`src/rtl/period_duty_meter_if.sv`:
```
// rtl/period_duty_meter_if.sv - control and result bundle for the period/duty meter
//
// Ports:
//   f_in_gate   measured signal, asynchronous to the count clock
//   start       one-cycle request to begin a measurement
//   cont        continuous mode, re-arm after every result or timeout
//   period_out  count-clock cycles spanned by the averaged input periods
//   high_out    count-clock cycles with the input high in the same window
//   valid       one-cycle result strobe
//   timeout     one-cycle abort strobe
//   busy        measurement armed or in progress
interface period_duty_meter_if #(
    parameter int CNT_W = 32
);
    logic             f_in_gate;
    logic             start;
    logic             cont;
    logic [CNT_W-1:0] period_out;
    logic [CNT_W-1:0] high_out;
    logic             valid;
    logic             timeout;
    logic             busy;

    modport master (
        output f_in_gate, start, cont,
        input  period_out, high_out, valid, timeout, busy
    );

    modport slave (
        input  f_in_gate, start, cont,
        output period_out, high_out, valid, timeout, busy
    );
endinterface

```
`src/rtl/period_duty_meter.sv`:
```
// rtl/period_duty_meter.sv - input period and high-time meter with averaging and timeout
//
// Ports:
//   sys_count_clk  single clock; all logic on its rising edge
//   rst_n          asynchronous active-low reset
//   bus            period_duty_meter_if.slave (f_in_gate, start, cont in;
//                  period_out, high_out, valid, timeout, busy out)
module period_duty_meter #(
    parameter int CNT_W    = 32,
    parameter int AVG_LOG2 = 0,
    parameter int TIMEOUT  = 50_000_000
) (
    input  logic               sys_count_clk,
    input  logic               rst_n,
    period_duty_meter_if.slave bus
);
    // One spare bit keeps the edge counter legal when AVG_LOG2 is 0.
    localparam int                EDGE_W    = AVG_LOG2 + 1;
    localparam logic [EDGE_W-1:0] EDGE_LAST = EDGE_W'((1 << AVG_LOG2) - 1);
    localparam logic [CNT_W-1:0]  CNT_LIMIT = CNT_W'(TIMEOUT);
    localparam logic [CNT_W-1:0]  CNT_ONE   = CNT_W'(1);

    typedef enum logic [1:0] {IDLE, ARM, MEAS} state_t;

    state_t            state, state_n;
    logic              sync_1, sig_s, sig_p;
    logic              rise, terminal, at_limit;
    logic [CNT_W-1:0]  cnt_p, cnt_p_n;
    logic [CNT_W-1:0]  cnt_h, cnt_h_n;
    logic [CNT_W-1:0]  period_n, high_n;
    logic [EDGE_W-1:0] edge_cnt, edge_cnt_n;
    logic              valid_n, timeout_n;

    assign rise     = sig_s & ~sig_p;
    assign terminal = (state == MEAS) && rise && (edge_cnt == EDGE_LAST);
    assign at_limit = (cnt_p == CNT_LIMIT);
    assign bus.busy = (state != IDLE);

    always_comb begin
        state_n    = state;
        cnt_p_n    = cnt_p;
        cnt_h_n    = cnt_h;
        edge_cnt_n = edge_cnt;
        period_n   = bus.period_out;
        high_n     = bus.high_out;
        valid_n    = 1'b0;
        timeout_n  = 1'b0;

        case (state)
            IDLE: begin
                if (bus.start) begin
                    state_n = ARM;
                    cnt_p_n = '0;
                end
            end
            ARM: begin
                // In ARM a rise is never terminal, so the limit wins.
                if (at_limit) begin
                    timeout_n = 1'b1;
                    period_n  = '0;
                    high_n    = '0;
                    cnt_p_n   = '0;
                    state_n   = bus.cont ? ARM : IDLE;
                end else if (rise) begin
                    state_n    = MEAS;
                    cnt_p_n    = CNT_ONE;
                    cnt_h_n    = CNT_ONE;
                    edge_cnt_n = '0;
                end else begin
                    cnt_p_n = cnt_p + CNT_ONE;
                end
            end
            MEAS: begin
                if (terminal) begin
                    // The rise cycle opens the next window: counts restart at 1,
                    // so back-to-back results have no gap.
                    period_n   = cnt_p;
                    high_n     = cnt_h;
                    valid_n    = 1'b1;
                    cnt_p_n    = CNT_ONE;
                    cnt_h_n    = CNT_ONE;
                    edge_cnt_n = '0;
                    state_n    = bus.cont ? MEAS : IDLE;
                end else if (at_limit) begin
                    timeout_n = 1'b1;
                    period_n  = '0;
                    high_n    = '0;
                    cnt_p_n   = '0;
                    state_n   = bus.cont ? ARM : IDLE;
                end else begin
                    cnt_p_n = cnt_p + CNT_ONE;
                    cnt_h_n = cnt_h + CNT_W'(sig_s);
                    if (rise) begin
                        edge_cnt_n = edge_cnt + EDGE_W'(1);
                    end
                end
            end
            default: state_n = IDLE;
        endcase
    end

    always_ff @(posedge sys_count_clk or negedge rst_n) begin
        if (!rst_n) begin
            state          <= IDLE;
            sync_1         <= 1'b0;
            sig_s          <= 1'b0;
            sig_p          <= 1'b0;
            cnt_p          <= '0;
            cnt_h          <= '0;
            edge_cnt       <= '0;
            bus.period_out <= '0;
            bus.high_out   <= '0;
            bus.valid      <= 1'b0;
            bus.timeout    <= 1'b0;
        end else begin
            state          <= state_n;
            sync_1         <= bus.f_in_gate;
            sig_s          <= sync_1;
            sig_p          <= sig_s;
            cnt_p          <= cnt_p_n;
            cnt_h          <= cnt_h_n;
            edge_cnt       <= edge_cnt_n;
            bus.period_out <= period_n;
            bus.high_out   <= high_n;
            bus.valid      <= valid_n;
            bus.timeout    <= timeout_n;
        end
    end
endmodule

```
`src/flat_wrapper.sv`:
```
// flat-port wrapper written by rule: the top's interface ports become plain ports
module period_duty_meter_flat 
#(
    parameter int CNT_W    = 32,
    parameter int AVG_LOG2 = 0,
    parameter int TIMEOUT  = 50_000_000
)
  (sys_count_clk, rst_n, bus_f_in_gate, bus_start, bus_cont, bus_period_out, bus_high_out, bus_valid, bus_timeout, bus_busy);
  period_duty_meter_if #(.CNT_W(CNT_W)) bus_i ();
  input  logic sys_count_clk;
  input  logic rst_n;
  input wire logic [$bits(bus_i.f_in_gate)-1:0] bus_f_in_gate;
  input wire logic [$bits(bus_i.start)-1:0] bus_start;
  input wire logic [$bits(bus_i.cont)-1:0] bus_cont;
  output wire logic [$bits(bus_i.period_out)-1:0] bus_period_out;
  output wire logic [$bits(bus_i.high_out)-1:0] bus_high_out;
  output wire logic [$bits(bus_i.valid)-1:0] bus_valid;
  output wire logic [$bits(bus_i.timeout)-1:0] bus_timeout;
  output wire logic [$bits(bus_i.busy)-1:0] bus_busy;
  assign bus_i.f_in_gate = bus_f_in_gate;
  assign bus_i.start = bus_start;
  assign bus_i.cont = bus_cont;
  assign bus_period_out = bus_i.period_out;
  assign bus_high_out = bus_i.high_out;
  assign bus_valid = bus_i.valid;
  assign bus_timeout = bus_i.timeout;
  assign bus_busy = bus_i.busy;
  period_duty_meter #(.CNT_W(CNT_W), .AVG_LOG2(AVG_LOG2), .TIMEOUT(TIMEOUT)) u_core (.sys_count_clk(sys_count_clk), .rst_n(rst_n), .bus(bus_i));
endmodule
```
`config.mk`:
```
export PLATFORM = sky130hd
export DESIGN_NAME = period_duty_meter_flat
export DESIGN_NICKNAME = d
export VERILOG_FILES = /design/src/rtl/period_duty_meter_if.sv /design/src/rtl/period_duty_meter.sv /design/src/flat_wrapper.sv
export SDC_FILE = /design/constraint.sdc
export NUM_CORES = 1
export LEC_CHECK = 0
export CAP_MARGIN = 40
export CORE_UTILIZATION = 57
export DETAILED_ROUTE_END_ITERATION = 7
export MAX_ROUTING_LAYER = met4
export PLACE_DENSITY = 0.9
export SLEW_MARGIN = 10
export SYNTH_ARGS = -nofsm -noshare
export SYNTH_HDL_FRONTEND = slang
export SYNTH_SLANG_ARGS = --single-unit
```
`constraint.sdc`:
```
create_clock -name sys_count_clk -period 2.87 [get_ports sys_count_clk]
set_clock_uncertainty 0.1 [all_clocks]
set_input_delay 0.4305 -clock sys_count_clk [delete_from_list [all_inputs] [get_ports sys_count_clk]]
set_output_delay 0.4305 -clock sys_count_clk [all_outputs]
set_load 0.05 [all_outputs]
```
==> impl_results.md, run 1 <==
* Sequential fraction of design power at 36.8%
* WP data arrival at 2.11 ns
* DRC errors left at 0
* CP Capture Type: output pin
* FILL cells at 743
* Clk_lat worst skew at 0.44 ns
* Netlist cell types at 65
* Register area share after synthesis at 51.8%
* Chip height at 109 um
* Clock sinks at 136
* R2R setup slack at 0.23 ns
* Multi-input logic area at 2930 um2
* Pre-CTS setup slack at 0.168 ns
* First-pass GRT wire length at 27,700 um
* CP max stage cell: clkdlybuf4s50_1
* Worst Setup Start Kind: flip-flop
* Antenna cells at 0
* Setup violators final at 0
* Worst Hold Path EP: u_core.sig_s$_DFF_PN0_
* Synth Instances at 596
* Post-synth top area cell: dfrtp_1
* Minimum clock period at 2.64 ns
* WL final at 16,600 um
* Commonest non-fill, non-tap cells in the layout: 136 x dfrtp_1, 80 x a22o_1, 70 x clkdlybuf4s50_1
* Max Cap Viol at 0
* Die Width at 109 um
* Area growth syn-to-layout at 22.7%
* Hold Fails Final Rpt at 0
* Post-synth EDFFs at 0
* Commonest non-fill, non-tap cell in the layout: dfrtp_1
* Fraction of registers with async set/reset at 100%
* Pwr per Cell Area at 690 nW/um2
* Number of global-route vias before repair at 5,549
* Syn avg cell area at 11.0 um2
* CP Cell Sequence: inv_1, ha_1, inv_1, clkdlybuf4s50_1
* GPL Wtd Cong at 0.896
* Int Pwr at 3810 uW
* Synth warn at 0
* Setup TNS at 0 ns
* Leakage at 0.00340 uW
* GRT overflow at 0
* Crit-path max FO at 5
* FP Rows at 38
* Final Worst Setup Slack at 0.227 ns
* CTS tree: built
* Worst slew pin tran at 0.702 ns
* Initial antenna violation count at 0
* DP HPWL at 10,400 um
* Setup CP Type: reg -> out
* Comb power frac at 23.4%
* Root Driver: clkbuf_16
* Core area at 11,000 um2
* Netlist area before placement at 6570 um2
* Tightest Hold Check Type: reg -> reg
* CP dominant cell by count: inv_1
* Worst VDD drop at 615 uV
* Core Util, Final at 73.1%
* Worst reg2reg path depth at 8
* Via-per-instance ratio at 6.69
* Initial Util at 59.6%
* Via count at 5,499
* Crit Reg-Reg Endpoint: u_core.cnt_p[18]$_DFFE_PN0P_
* Layout cells sized above 1 at 13.5%
* Post-CTS Setup Repair Bufs at 0
* DIE AREA at 12,000 um2
* Reg-to-reg startpoint: u_core.cnt_p[0]$_DFFE_PN0P_
* Min-delay src: u_core.sync_1$_DFF_PN0_
* # IOs at 72
* Worst path max stage delay at 0.82 ns
* Clock Path Buffers at 2
* Drt wl/cell at 20.2 um
* Status: completed
* Clk network pwr share at 39.8%
* Largest net degree at the start of global routing at 65
* RSZ-0062 raised after global routing: false
* FF+latch count, synth at 136
* Yosys top cell area share at 51.8%
* Routed Antenna Nets at 0
* Worst hold path depth at 0
* Register area at 3400 um2
* Sw Share at 31.6%
* CTS buffer count at 17
* Top post-synthesis cells by area: dfrtp_1 52%, a22o_1 11%, xnor2_1 3.9%
* Ys flop type: dfrtp_1
* GRT Total Usage at 31.4%
* Switching power at 1760 uW
* FMAX at 378 MHz
* # port buffers at 71
* Worst Path Required at 2.34 ns
* Initial detailed-routing violation count at 577
* Syn nets at 610
* Tot Pwr at 5570 uW
* Worst-path clk slew at 0.06 ns
* Final Cycle Share at 92.1%
* Slew Limit Fails at 0
* Drt pass-1 iters at 6
* CTS H-tree lvls at 4
* Worst slew margin at 53.1%
* Nets at 683
## worst max-delay path by stage
stage                                     start                      endpoint  slack (ns)  cells after the start
global placement                      bus_start  u_core.cnt_p[20]$_DFFE_PN0P_        0.21                      7
finish              u_core.state[0]$_DFFE_PN0P_                      bus_busy        0.23                      4
floorplan           u_core.state[0]$_DFFE_PN0P_  u_core.cnt_p[28]$_DFFE_PN0P_        0.50                      8
CTS                 u_core.state[1]$_DFFE_PN0P_   u_core.cnt_h[1]$_DFFE_PN0P_        0.18                      8
global route        u_core.cnt_p[0]$_DFFE_PN0P_  u_core.cnt_p[21]$_DFFE_PN0P_        0.06                      8
detailed placement                    bus_start  u_core.cnt_p[18]$_DFFE_PN0P_        0.17                      7
## repair_timing
action / CTS / global route
endpoints found under the hold margin: 26 / 0
hold buffers: 1 / 0
setup endpoints to repair: 0 / 25
gates resized for setup: 0 / 2
## cell usage after synthesis (all sizes together), types with 4 or more instances
library cell  number
mux2i              5
nand4             25
a21o               5
and4              11
a22o              81
inv               19
nand3             23
dfrtp            136
a22oi              7
nor3              11
nor2              56
buf               12
or4                7
xnor2             29
o22ai              5
ha                 9
and2               7
clkbuf            25
a21oi             16
nand2             22
o21ai             13
and3               9
o31a               4
nor4              23
## flip-flops by register name, summed over array words and instances (netlist names)
signal	flops
u_core.sig_s	1
u_core.edge_cnt	1
u_core.bus.valid	1
u_core.state	2
u_core.sig_p	1
u_core.bus.timeout	1
u_core.cnt_h	32
u_core.bus.high_out	32
u_core.bus.period_out	32
u_core.cnt_p	32
u_core.sync_1	1
## critical path: cells and delay by family (launching register included)
kind | cells | cell delay (ns)
adders and majority gates | 1 | 0.23
buffers and inverters | 3 | 1.04
DFF | 1 | 0.42
## metal layers
layer	wire (um)	share of wire, %	global-route usage, %	up-vias
li1	-	-	-	2393
met2	8090	49	47.5	304
met4	447	2.7	14.3	0
met3	1090	6.6	6.34	45
met1	7000	42	41.2	2757
met5	0	0	-	-
## stage by stage
| stage | std cells | hold WS, ns | area [um2] |
|---|---|---|---|
| 2_1_floorplan | 596 | 0.0349 | 6570 |
| 3_5_place_dp | 789 | 0.248 | 7450 |
| 3_3_place_gp | 789 | 0.240 | 7450 |
| 4_1_cts | 822 | 0.252 | 8060 |
| 5_1_grt | 822 | 0.259 | 8060 |
| 6_report | 822 | 0.254 | 8060 |
## power by group through the flow
| stage | Clock, uW | Sequential (uW) | Combinational, uW |
|---|---|---|---|
| finish | 2220 | 2050 | 1300 |
| detailed placement | 0 | 2080 | 1260 |
| CTS | 2220 | 2050 | 1280 |
| floorplan | 0 | 2140 | 867 |
| global placement | 0 | 2080 | 1200 |
| global route | 2310 | 2060 | 1400 |
## final cells by class
type / instances / share of cell area, %
sequential: 136 / 42.2
multi-input combinational: 404 / 36.4
timing repair buffer: 91 / 11.0
inverter: 19 / 0.884
clock inverter: 13 / 1.91
clock buffer: 19 / 5.49
tap: 140 / 2.17
## logic make-up (layout without fill, tap and decap cells)
family	Yosys count	count (layout)	share of synthesized area, %
muxes	7	7	1.10
buffers and inverters	56	142	3.92
AOI/OAI and AO/OA	149	149	18.1
adders and majority gates	9	9	1.71
and+or+nand+nor	209	209	19.3
xor gates and xnor gates	30	30	4.00
DFF	136	136	51.8
Power figures use the tool's default switching activity.
==> inputs of run 2 (changes only) <==
CORE_MARGIN = 1.5   (was default)
GPL_TIMING_DRIVEN = 0   (was default)
==> run 2 against run 1 <==
Against the previous run: clock power decreased by 4%; combinational power rose by 5%; register-to-register slack got worse by 0.14 ns; maximum frequency down 4.9%; die area is 1.8% higher; core utilization fell by 1.2 points; via count is 0.40% lower; critical path depth increased by 3; non-clock buffer count grew 22; critical path type is now reg -> reg; largest cell class unchanged.
==> impl_results.md, run 2 (synthesis results as in run 1) <==
* Largest net degree at the start of global routing at 71 (+9.2%)
* Pwr per Cell Area at 681 nW/um2 (-1.4%)
* Worst Setup SP: u_core.state[0]$_DFFE_PN0P_
* Worst reg2reg path depth at 7 (-1)
* Chip height at 110 um (+0.91%)
* Via-per-instance ratio at 6.47 (-3.2%)
* Crit Reg-Reg Endpoint: u_core.bus.high_out[5]$_DFFE_PN0P_
* RSZ-0062 raised after global routing: false
* Post-Layout Cell Count at 846 (+2.9%)
* Initial Util at 58.0% (-1.5 points)
* Routed Antenna Nets at 0 (unchanged)
* Setup violators final at 0 (unchanged)
* Die Width at 110 um (+0.91%)
* CP Capture Type: flip-flop
* CTS buffer count at 17 (unchanged)
* WL final at 16,600 um (+0.14%)
* GPL Wtd Cong at 0.885 (-1.2%)
* Clock Path Buffers at 2 (unchanged)
* Status: completed
* Slew Limit Fails at 0 (unchanged)
* Tot Pwr at 5540 uW (-0.49%)
* Crit path capture: u_core.bus.high_out[5]$_DFFE_PN0P_
* Setup TNS at 0 ns (unchanged)
* Worst-path clk slew at 0.06 ns (about the same)
* Initial detailed-routing violation count at 444 (-23%)
* FP Rows at 39 (+2.6%)
* Reg-to-reg startpoint: u_core.state[0]$_DFFE_PN0P_
* Area growth syn-to-layout at 23.9%
* CTS H-tree lvls at 4 (unchanged)
* DRC errors left at 0 (unchanged)
* DP HPWL at 11,200 um (+7.5%)
* Hold Fails Final Rpt at 0 (unchanged)
* Placed instance count at 812 (+2.9%)
* GRT Total Usage at 30.6% (-0.86 points)
* Drt wl/cell at 19.7 um (-2.7%)
* Drt pass-1 iters at 5 (-1)
* DIE AREA at 12,200 um2 (+1.8%)
* Final Cycle Share at 96.8% (+4.7 points)
* Antenna cells at 0 (unchanged)
* First-pass GRT wire length at 27,300 um (-1.4%)
* Minimum clock period at 2.78 ns (+0.136 ns)
* Worst slew margin at 46.6% (-6.5 points)
* Core area at 11,300 um2 (+2.6%)
* CTS tree: built
* R2R setup slack at 0.09 ns (-0.14 ns)
* Tightest Hold Check Type: reg -> reg
* Clk_lat worst skew at 0.43 ns (about the same)
* WP data arrival at 3.04 ns (+0.93 ns)
* Crit-path max FO at 10 (+5)
* GRT overflow at 0 (unchanged)
* Root Driver: clkbuf_16
* Worst VDD drop at 414 uV (-33%)
* Layout cells sized above 1 at 12.8% (-0.69 points)
* Worst Setup Start Kind: flip-flop
* Commonest non-fill, non-tap cells in the layout: 136 x dfrtp_1, 80 x a22o_1, 70 x clkdlybuf4s50_1
* Number of global-route vias before repair at 5,391 (-2.8%)
* Via count at 5,477 (-0.40%)
* Max Cap Viol at 0 (unchanged)
* # IOs at 72 (unchanged)
* Worst slew pin tran at 0.794 ns (+0.0917 ns)
* # port buffers at 71 (unchanged)
* Worst Path Required at 3.13 ns (+0.79 ns)
* Clock sinks at 136 (unchanged)
* FMAX at 360 MHz (-4.9%)
* Leakage at 0.00342 uW (+0.49%)
* Setup CP Type: reg -> reg
* Initial antenna violation count at 0 (unchanged)
* Commonest non-fill, non-tap cell in the layout: dfrtp_1
* Nets at 705 (+3.2%)
## run 2: cell types whose count changed in the layout (fill, tap and decap cells not counted), sizes merged
cell	previous run	this run
buf	20	16
clkinv	6	7
clkinvlp	4	2
clkbuf	19	46
bufinv	3	2
## run 2: critical path, stage by stage, from the launching register on
cell and delay, ns:
dfrtp_1 0.43, inv_1 0.12, ha_1 0.27, and4bb_2 0.34, and2_1 0.18, clkbuf_1 0.59, clkbuf_1 0.44, a22o_1 0.23
## run 2: layout make-up
cell class                 count  area, um2
inverter                      19       71.3
buffer                        37        190
sequential                   136       3400
timing repair buffer          76        776
clock buffer                  20        457
multi-input combinational    404       2940
clock inverter                11        125
fill                         768       3180
tap                          143        179
## run 2: how the worst min path moves through the flow
stage	start	to	slack, ns	depth (start not counted)
global route	u_core.sync_1$_DFF_PN0_	u_core.sig_s$_DFF_PN0_	0.27	0
detailed placement	u_core.sync_1$_DFF_PN0_	u_core.sig_s$_DFF_PN0_	0.25	0
CTS	u_core.sync_1$_DFF_PN0_	u_core.sig_s$_DFF_PN0_	0.26	0
global placement	u_core.sync_1$_DFF_PN0_	u_core.sig_s$_DFF_PN0_	0.26	0
finish	u_core.sync_1$_DFF_PN0_	u_core.sig_s$_DFF_PN0_	0.27	0
floorplan	rst_n	u_core.bus.high_out[0]$_DFFE_PN0P_	0.03	0
## run 2: power breakdown
part	total, uW	switching, uW	internal [uW]
clock network	2130	810	1320
registers	2050	65.8	1980
logic	1370	897	469
## run 2: repair_timing
item,in CTS,in global routing
gates resized for setup,0,9
hold endpoints to repair,66,0
hold buffers,1,0
buffers inserted,0,2
setup endpoints to repair,0,75
## run 2: metrics by stage
| stage | area, um2 | setup slack [ns] | hold WS, ns | util (%) |
|---|---|---|---|---|
| final | 8140 | 0.0909 | 0.267 | 71.9 |
| after global routing | 8140 | 0.0168 | 0.271 | 71.9 |
| after CTS | 8090 | 0.00473 | 0.264 | 71.5 |
| after detailed placement | 7500 | 0.0198 | 0.253 | 66.3 |
| after global placement | 7460 | -3.75 | 0.261 | 65.9 |
| after floorplan | 6570 | 0.498 | 0.0349 | - |
## run 2: per-layer routing
layer,global-route usage (%),vias up,share of wire (%)
met2,47.4,253,50
met4,14.0,0,2.4
met3,6.82,46,6.0
met1,38.6,2736,41
li1,-,2442,-
met5,-,-,0
